$ cat src/rtl/alu_pkg.sv
// Shared definitions for the ALU result stage: opcodes, buffer state
// encoding and the buffered result-entry layout.
package alu_pkg;

    // ALU opcodes as produced by the upstream Alu
    localparam logic [2:0] ALU_AND = 3'b000;
    localparam logic [2:0] ALU_OR  = 3'b001;
    localparam logic [2:0] ALU_ADD = 3'b010;
    localparam logic [2:0] ALU_NOR = 3'b100;
    localparam logic [2:0] ALU_XOR = 3'b101;
    localparam logic [2:0] ALU_SUB = 3'b110;

    // Widest destination tag an entry can carry; narrower tags are zero-extended
    localparam int DEST_MAX_W = 16;

    // Occupancy of the result buffer
    typedef enum logic [1:0] {
        ST_EMPTY = 2'd0,
        ST_ONE   = 2'd1,
        ST_TWO   = 2'd2
    } buf_state_e;

    // One buffered ALU result
    typedef struct packed {
        logic [31:0]           result;
        logic [DEST_MAX_W-1:0] dest;
        logic                  wr_en;
        logic                  comp;
    } result_entry_t;

    // Only add and subtract can raise a meaningful overflow
    function automatic logic is_trap_op(input logic [2:0] op);
        return (op == ALU_ADD) || (op == ALU_SUB);
    endfunction

endpackage

$ cat src/rtl/alu_result_stage_if.sv
// Handshake and data bundle between the Alu, the result stage and the
// memory stage. The stage connects through the slave modport.
interface alu_result_stage_if #(
    parameter int DEST_W = 5,
    parameter int CNT_W  = 8
);
    // Upstream (ALU) side
    logic              in_valid;
    logic              in_ready;
    logic [2:0]        op;
    logic [31:0]       aluout;
    logic              overflow;
    logic              compout;
    logic [DEST_W-1:0] dest;

    // Downstream (memory stage) side
    logic              out_valid;
    logic              out_ready;
    logic [31:0]       out_result;
    logic [DEST_W-1:0] out_dest;
    logic              out_wr_en;
    logic              out_comp;

    // Trap reporting
    logic              trap;
    logic              trap_clr;
    logic [CNT_W-1:0]  ovf_count;

    modport master (
        output in_valid, op, aluout, overflow, compout, dest, out_ready, trap_clr,
        input  in_ready, out_valid, out_result, out_dest, out_wr_en, out_comp, trap, ovf_count
    );

    modport slave (
        input  in_valid, op, aluout, overflow, compout, dest, out_ready, trap_clr,
        output in_ready, out_valid, out_result, out_dest, out_wr_en, out_comp, trap, ovf_count
    );

endinterface

$ cat src/rtl/alu_result_entry.sv
// Loadable register holding one result entry; used for the main slot and,
// in the skid build, for the skid slot.
module alu_result_entry
    import alu_pkg::*;
(
    input  logic          clk,
    input  logic          rst_n,
    input  logic          load,
    input  result_entry_t d,
    output result_entry_t q
);

    // Capture a new entry when load is asserted, otherwise hold.
    // NOTE: sequential state uses non-blocking assignments so every flop samples pre-edge values.
    // NOTE: the entry is reset because its zero value is visible on the stage outputs after reset.
    always_ff @(posedge clk or negedge rst_n) begin
        if (!rst_n) begin
            q <= '0;
        end else if (load) begin
            q <= d;
        end
    end

endmodule

$ cat src/rtl/alu_result_stage.sv
// Execute-stage result register behind the Alu. Buffers results under a
// valid/ready handshake, suppresses write-back of overflowing add/sub
// results and keeps a sticky trap flag plus a saturating overflow count.
// Build option: define ALU_SKID_EN for a two-entry skid buffer with a
// registered in_ready; otherwise a single entry whose in_ready follows
// out_ready combinationally.
module alu_result_stage
    import alu_pkg::*;
#(
    parameter int DEST_W = 5,
    parameter int CNT_W  = 8
) (
    input  logic              clk,
    input  logic              rst_n,
    alu_result_stage_if.slave bus
);

    buf_state_e       state_q;
    buf_state_e       state_d;
    result_entry_t    in_entry;
    result_entry_t    main_d;
    result_entry_t    main_q;
    logic             main_load;
    logic             push;
    logic             pop;
    logic             trap_hit;
    logic             trap_q;
    logic [CNT_W-1:0] ovf_count_q;
    logic             unused_dest_hi;

    assign push     = bus.in_valid && bus.in_ready;
    assign pop      = bus.out_valid && bus.out_ready;
    assign trap_hit = push && bus.overflow && is_trap_op(bus.op);

    // Form the entry to store: write-back is blocked for trapped or zero-tag results.
    // NOTE: every always_comb output gets a default first so no latch is inferred.
    always_comb begin
        in_entry        = '0;
        in_entry.result = bus.aluout;
        in_entry.dest   = DEST_MAX_W'(bus.dest);
        in_entry.wr_en  = !(bus.overflow && is_trap_op(bus.op)) && (bus.dest != '0);
        in_entry.comp   = bus.compout;
    end

`ifdef ALU_SKID_EN
    result_entry_t skid_q;
    logic          skid_load;
    logic          in_ready_q;

    // Next buffer state and slot load controls for the two-entry buffer.
    always_comb begin
        state_d   = state_q;
        main_load = 1'b0;
        main_d    = in_entry;
        skid_load = 1'b0;
        unique case (state_q)
            ST_EMPTY: begin
                if (push) begin
                    state_d   = ST_ONE;
                    main_load = 1'b1;
                end
            end
            ST_ONE: begin
                if (push && pop) begin
                    main_load = 1'b1;
                end else if (push) begin
                    state_d   = ST_TWO;
                    skid_load = 1'b1;
                end else if (pop) begin
                    state_d = ST_EMPTY;
                end
            end
            ST_TWO: begin
                if (pop) begin
                    state_d   = ST_ONE;
                    main_load = 1'b1;
                    main_d    = skid_q;
                end
            end
            default: state_d = ST_EMPTY;
        endcase
    end

    alu_result_entry u_skid (
        .clk   (clk),
        .rst_n (rst_n),
        .load  (skid_load),
        .d     (in_entry),
        .q     (skid_q)
    );

    // in_ready is a flop: low exactly while both slots are occupied.
    always_ff @(posedge clk or negedge rst_n) begin
        if (!rst_n) begin
            in_ready_q <= 1'b1;
        end else begin
            in_ready_q <= (state_d != ST_TWO);
        end
    end

    assign bus.in_ready = in_ready_q;
`else
    // Next buffer state for the single-entry buffer; main reloads on every accept.
    always_comb begin
        state_d   = state_q;
        main_load = push;
        main_d    = in_entry;
        case (state_q)
            ST_EMPTY: if (push) state_d = ST_ONE;
            ST_ONE:   if (pop && !push) state_d = ST_EMPTY;
            default:  state_d = ST_EMPTY;
        endcase
    end

    // Accept whenever the slot is free or is being drained this cycle.
    assign bus.in_ready = !bus.out_valid || bus.out_ready;
`endif

    alu_result_entry u_main (
        .clk   (clk),
        .rst_n (rst_n),
        .load  (main_load),
        .d     (main_d),
        .q     (main_q)
    );

    // Buffer occupancy register.
    always_ff @(posedge clk or negedge rst_n) begin
        if (!rst_n) begin
            state_q <= ST_EMPTY;
        end else begin
            state_q <= state_d;
        end
    end

    // Sticky trap: a new trap on the same edge as trap_clr keeps it set.
    always_ff @(posedge clk or negedge rst_n) begin
        if (!rst_n) begin
            trap_q <= 1'b0;
        end else if (trap_hit) begin
            trap_q <= 1'b1;
        end else if (bus.trap_clr) begin
            trap_q <= 1'b0;
        end
    end

    // Count trapped entries, holding at all-ones.
    always_ff @(posedge clk or negedge rst_n) begin
        if (!rst_n) begin
            ovf_count_q <= '0;
        end else if (trap_hit && (ovf_count_q != '1)) begin
            ovf_count_q <= ovf_count_q + CNT_W'(1);
        end
    end

    // Tag bits above DEST_W are always zero-extended and carry no information.
    assign unused_dest_hi = |(main_q.dest >> DEST_W);

    assign bus.out_valid  = (state_q != ST_EMPTY);
    assign bus.out_result = main_q.result;
    assign bus.out_dest   = main_q.dest[DEST_W-1:0];
    assign bus.out_wr_en  = main_q.wr_en;
    assign bus.out_comp   = main_q.comp;
    assign bus.trap       = trap_q;
    assign bus.ovf_count  = ovf_count_q;

endmodule

$ cat src/flat_wrapper.sv
// flat-port wrapper written by rule: the top's interface ports become plain ports
module alu_result_stage_flat import alu_pkg::*;
#(
    parameter int DEST_W = 5,
    parameter int CNT_W  = 8
)
  (clk, rst_n, bus_in_valid, bus_op, bus_aluout, bus_overflow, bus_compout, bus_dest, bus_out_ready, bus_trap_clr, bus_in_ready, bus_out_valid, bus_out_result, bus_out_dest, bus_out_wr_en, bus_out_comp, bus_trap, bus_ovf_count);
  alu_result_stage_if #(.DEST_W(DEST_W), .CNT_W(CNT_W)) bus_i ();
  input  logic clk;
  input  logic rst_n;
  input wire logic [$bits(bus_i.in_valid)-1:0] bus_in_valid;
  input wire logic [$bits(bus_i.op)-1:0] bus_op;
  input wire logic [$bits(bus_i.aluout)-1:0] bus_aluout;
  input wire logic [$bits(bus_i.overflow)-1:0] bus_overflow;
  input wire logic [$bits(bus_i.compout)-1:0] bus_compout;
  input wire logic [$bits(bus_i.dest)-1:0] bus_dest;
  input wire logic [$bits(bus_i.out_ready)-1:0] bus_out_ready;
  input wire logic [$bits(bus_i.trap_clr)-1:0] bus_trap_clr;
  output wire logic [$bits(bus_i.in_ready)-1:0] bus_in_ready;
  output wire logic [$bits(bus_i.out_valid)-1:0] bus_out_valid;
  output wire logic [$bits(bus_i.out_result)-1:0] bus_out_result;
  output wire logic [$bits(bus_i.out_dest)-1:0] bus_out_dest;
  output wire logic [$bits(bus_i.out_wr_en)-1:0] bus_out_wr_en;
  output wire logic [$bits(bus_i.out_comp)-1:0] bus_out_comp;
  output wire logic [$bits(bus_i.trap)-1:0] bus_trap;
  output wire logic [$bits(bus_i.ovf_count)-1:0] bus_ovf_count;
  assign bus_i.in_valid = bus_in_valid;
  assign bus_i.op = bus_op;
  assign bus_i.aluout = bus_aluout;
  assign bus_i.overflow = bus_overflow;
  assign bus_i.compout = bus_compout;
  assign bus_i.dest = bus_dest;
  assign bus_i.out_ready = bus_out_ready;
  assign bus_i.trap_clr = bus_trap_clr;
  assign bus_in_ready = bus_i.in_ready;
  assign bus_out_valid = bus_i.out_valid;
  assign bus_out_result = bus_i.out_result;
  assign bus_out_dest = bus_i.out_dest;
  assign bus_out_wr_en = bus_i.out_wr_en;
  assign bus_out_comp = bus_i.out_comp;
  assign bus_trap = bus_i.trap;
  assign bus_ovf_count = bus_i.ovf_count;
  alu_result_stage #(.DEST_W(DEST_W), .CNT_W(CNT_W)) u_core (.clk(clk), .rst_n(rst_n), .bus(bus_i));
endmodule
$ cat config.mk
export PLATFORM = sky130hd
export DESIGN_NAME = alu_result_stage_flat
export DESIGN_NICKNAME = d
export VERILOG_FILES = /design/src/rtl/alu_pkg.sv /design/src/rtl/alu_result_stage_if.sv /design/src/rtl/alu_result_entry.sv /design/src/rtl/alu_result_stage.sv /design/src/flat_wrapper.sv
export SDC_FILE = /design/constraint.sdc
export NUM_CORES = 1
export LEC_CHECK = 0
export CORE_MARGIN = 4
export CORE_UTILIZATION = 40
export DETAILED_ROUTE_END_ITERATION = 10
export PLACE_DENSITY = 0.79
export SKIP_LAST_GASP = 1
export SYNTH_ARGS = -nofsm -noshare
export SYNTH_HDL_FRONTEND = slang
export SYNTH_SLANG_ARGS = --single-unit
export TNS_END_PERCENT = 1
$ cat constraint.sdc
create_clock -name clk -period 1.5 [get_ports clk]
set_input_delay 0.15 -clock clk [delete_from_list [all_inputs] [get_ports clk]]
set_output_delay 0.15 -clock clk [all_outputs]
set_load 0.02 [all_outputs]
# Word level (Yosys, flattened, before mapping)
# Cells that the tools add are included.
# Widths: inputs -> output; s select.
# classes
addsub,1
mul,0
div,0
order_cmp,0
eq_ne,6
shift,0
muxes,5
n_bitwise,0
n_reduce_logical,18
# ops
cell,count
$add 8x1->8 const B,1
$logic_and 1x1->1,8
$ne 8x8->1 const B,1
$reduce_bool 5->1,1
$mux 2,2
$ne 2x1->1 const B,2
$pmux 2 s2,1
$reduce_bool 2->1,2
$eq 3x2->1 const B,1
$eq 3x3->1 const B,1
$logic_not 1->1,3
$eq 2x1->1 const B,1
$logic_not 2->1,1
$logic_or 1x1->1,2
$mux 1,2
$reduce_and 2->1,1
# word_totals
reg_bits,50
latch_bits,0
ramBits,0
mem_bits_ro,0
input_bits,47
output_inout_bits,50
word_cells,37
mem_count,0

# Depth between registers and ports, before layout
# Gate-level depths: netlist (run 1).
# logic_depth
word_depth,8
ltp_mapped,6
mapped_depth_nobuf,5

# Modules after synthesis
# From an unflattened synthesis (run 1), not the netlist that was laid out.
# hier_totals
cells_unflattened,158
hier_area_um2,2657.5
# modules_own_cells
module,instances,cells_per_inst,area_each_um2,seq_area_each_um2
alu_result_entry,1,106,2113.3,1251.2
alu_result_stage,1,52,544.3,250.2

# Worst setup path after synthesis (run 1)
# Ideal clock, no wire load.
# synth_path
path_type,reg2reg
from,"reg u_core.ovf_count_q[0], in the netlist u_core.bus.ovf_count[0]"
to,"reg u_core.ovf_count_q[1], in the netlist u_core.bus.ovf_count[1]"
setup_ns,0.128
t_arrival_ns,1.334
required_ns,1.372
setup_slack_ns,0.038
path_stages_with_launch,6
n_path_buf,0
synth_period_minus_slack_ns,1.462
cell_sequence,dfrtp_1 > ha_1 > nand3_1 > nor2_1 > nor2_2 > mux2_1
# synth_between
elab_chain_cells,2
word_cells_on_any_way,3
classes_between,add/sub: 1; eq/ne: 1; reduce/logical: 1
# synth_rtl
item,line_no,text
from (decl),alu_result_stage.sv:28,logic [CNT_W-1:0] ovf_count_q;
from (signal assigned),alu_result_stage.sv:152,ovf_count_q <= ovf_count_q + CNT_W'(1);
"parallel branches: the longest is 2 deep, another holds $add 8x1->8",--,
# Several ways; the timed one is not identified.
# A chain may end at the register's enable or synchronous reset.

# Final worst setup path (run 1)
# layout_path
from,"reg u_core.ovf_count_q[3], in the netlist u_core.bus.ovf_count[3]"
to,out bus_ovf_count[3]
# layout_rtl
item,line_no,text
to (decl),flat_wrapper.sv:26,output wire logic [$bits(bus_i.ovf_count)-1:0] bus_ovf_count;
# No word-level cell between the ends.

==> results of run 1 <==
-- metrics by stage --
stage,cells,area (um^2)
2_1_floorplan,133,2030
3_3_place_gp,303,3140
3_5_place_dp,303,3140
4_1_cts,311,3240
5_1_grt,311,3240
6_report,311,3240
-- flip-flops by register name (all words and copies together), names as in the netlist --
| signal | count |
|---|---|
| u_core.bus.trap | 1 |
| u_core.state_q | 1 |
| u_core.u_main.q | 39 |
| u_core.bus.ovf_count | 8 |
-- layout make-up --
cell class,count,share of cell area [%]
flip-flops and latches,49,37.9
inverters,2,0.232
repair buffers,108,33.1
multi-input cells,78,23.4
clock buffers,6,2.55
well taps,67,2.59
clock inverters,1,0.232
-- routing by layer --
metal	track usage, %	vias up	wire, um
li1	-	692	-
met1	20.2	711	1980
met4	8.08	0	147
met5	0	-	0
met2	28.3	53	2550
met3	4.65	12	301
-- cells in the mapped netlist --
library cell | n | area share, %
dfrtp_1 | 49 | 61
mux2_2 | 29 | 16
mux2_4 | 9 | 6.7
nor2_1 | 5 | 0.93
nand3_1 | 4 | 0.99
mux2_1 | 3 | 1.7
nand2_1 | 3 | 0.56
o21ai_0 | 3 | 0.74
xor2_1 | 3 | 1.3
buf_2 | 2 | 0.49
buf_6 | 2 | 1.1
inv_1 | 2 | 0.37
nor3_1 | 2 | 0.49
nor3_2 | 2 | 0.99
a211oi_1 | 1 | 0.37
a211oi_2 | 1 | 0.62
a21oi_1 | 1 | 0.25
a41oi_1 | 1 | 0.43
and2_1 | 1 | 0.31
ha_1 | 1 | 0.62
mux2i_1 | 1 | 0.49
nand2_2 | 1 | 0.31
nand2b_1 | 1 | 0.31
nand2b_4 | 1 | 0.68
nand4_1 | 1 | 0.31
nand4_4 | 1 | 1.1
nor2_2 | 1 | 0.31
nor2b_4 | 1 | 0.68
nor4_1 | 1 | 0.31
-- worst paths after layout --
path	start	to	slack, ns	cells after the start
setup / recovery	u_core.bus.ovf_count[3]$_DFFE_PN0P_	bus_ovf_count[3]	-0.06	1
hold / removal	rst_n	u_core.u_main.q[27]$_DFFE_PN0N_	0.36	3
setup reg to reg	u_core.state_q[0]$_DFFE_PN0P_	u_core.bus.ovf_count[3]$_DFFE_PN0P_	0.15	5
hold reg to reg	u_core.u_main.q[21]$_DFFE_PN0N_	u_core.u_main.q[21]$_DFFE_PN0N_	0.51	1
max in group asynchronous	rst_n	u_core.u_main.q[41]$_DFFE_PN0N_	0.91	3
min in group clk	bus_trap_clr	u_core.bus.trap$_DFFE_PN0P_	0.41	2
-- cell usage in the layout, fill, tap and decap left out, types with 2 or more instances in the layout --
cell type        count
xor2_1               3
dfrtp_1             49
buf_4               10
clkbuf_8             6
mux2_1               3
mux2_2              29
nor3_2               2
o21ai_0              3
inv_1                2
buf_12               2
nor3_1               2
nand2_1              3
nand3_1              4
nor2_1               5
mux2_4               9
clkdlybuf4s50_1     92
-- power by group through the flow --
stage	logic, W	clock network (W)	registers, W
3_3_place_gp	0.00122	0	0.00167
3_5_place_dp	0.00124	0	0.00168
4_1_cts	0.00124	0.000821	0.00165
5_1_grt	0.00131	0.000879	0.00168
6_report	0.00122	0.000791	0.00165
2_1_floorplan	0.000294	0	0.00192
-- cells by family (layout without fill, tap and decap cells) --
group           Yosys count  after routing
flops                    49             49
mux                      42             42
simple gates             25             25
compound gates            7              7
buf+inv                   6            117
xor+xnor                  3              3
fa+ha+maj                 1              1
-- timing repair --
action | CTS | global route
setup buffers | 0 | 0
hold buffers | 1 | 0
gates resized for setup | 1 | 1
hold endpoints to repair | 49 | 0
setup endpoints to repair | 7 | 8
==> impl_metrics.toml, run 1 <==
[finish]
nFillCells = 390
final_util_pct = 67.2
nets = 292
n_antenna_cell = 0
multi_input_area_um2 = 759
syn_to_final_growth_pct = 59.9
drive_above_1_share_pct = 27.0
register_area_um2 = 1230

[hold_path]
hold_path_class = "input pin to async pin"

[yosys]
synth_compound_area_share_pct = 2.41
synth_xor_area_share_pct = 1.30
synthAdderAreaFrac_pct = 0.618
avgSynthCellArea_um2 = 15.2
synth_simple_gate_area_share_pct = 8.21
synth-seq-cells = 49
syn_nets = 181
yosys-mux-area-fraction_pct = 25.0
synth.distinct_cells = 29
ys_seq_area_share_pct = 60.5
syn_inst = 133
synth_top_family_by_area = "multiplexers"
synth.cell_area_um2 = 2030
yosysWarnings = 0

[die]
chipWidth_um = 79.2
die_h_um = 79.2
initial_core_util_pct = 42.1
rows = 25
io_pins = 97
die_area_um2 = 6270
core_um2 = 4820

[detailed_routing]
routed_via_density = 4.72
vias = 1468
drtAntennaViolNets = 0
drt_wl_total_um = 4980
drtIter0Drc = 47
drc_errors = 0
drtPass1Iterations = 3
wl_per_cell_um = 16.0

[timing]
period_needed_ns = 1.56
setup_viol = 4
worst_slew_pin_slew_ns = 0.257
hold_ws_ns = 0.362
setup_slack_ns = -0.0596
slew_headroom_pct = 82.7
fin_crit_sh_pct = 104
rsz0062_at_grt = "true"
slew_viol_final = 0
fin_tns_setup_ns = -0.111
max_freq_mhz = 641
skew_ns = 0.00643
hold_viol_final = 0

[worst_setup_path]
critPathBufInv = 1
worstSetupPathType = "flop to primary output"
crit_slowest_cell = "clkdlybuf4s50_1"
crit_arrival_ns = 1.41
cpPeakStageDelay_ns = 0.65
crit_chain = "clkdlybuf4s50_1"
required_ns = 1.35
worstSetupEndpointType = "primary output"
crit_family = "buffers and inverters"
start_kind = "flop"
critPathMaxFanout = 6

[clock_network]
cts.sinks = 49
clk_pin_slew_worst_paths_ns = 0.09
clk_latency_ns = 0.30
cts_buffers = 5
cts-root-buf = "clkbuf_8"
h-tree-depth = 2
cts_tree = "yes"
cts_buffer_depth = 2

[status]
violations = "setup timing"
status = "finished with violations"

[grt]
grt_pass1_wl_um = 8070
grt_max_degree = 50
track_usage_pct = 16.9
antenna_found_initial = 0
grt_pass1_vias = 1551
grt-ovfl-total = 0

[power_and_ir_drop]
p_leak_nw = 1.39
p_sw_w = 0.00109
pwr-share-seq_pct = 45.0
pwr-share-clk_pct = 21.6
swShare_pct = 29.7
intPower_w = 0.00257
ir_worst_vdd_uv = 666
report.power.total_w = 0.00366
power.density_nw_per_um2 = 1130
combPwrFrac_pct = 33.4

[place]
place_ws_ns = -0.125
hpwl_um = 3930
port_buffers = 95
place.gp.congestion = 0.740

[job]
max_cap_violations = 0
Power figures use the tool's default switching activity.
==> inputs of run 2 (changes only) <==
- SLEW_MARGIN: unset -> 0
==> results of run 2 <==
Same layout as run 1: the final DEF is identical, and so are final timing and power.
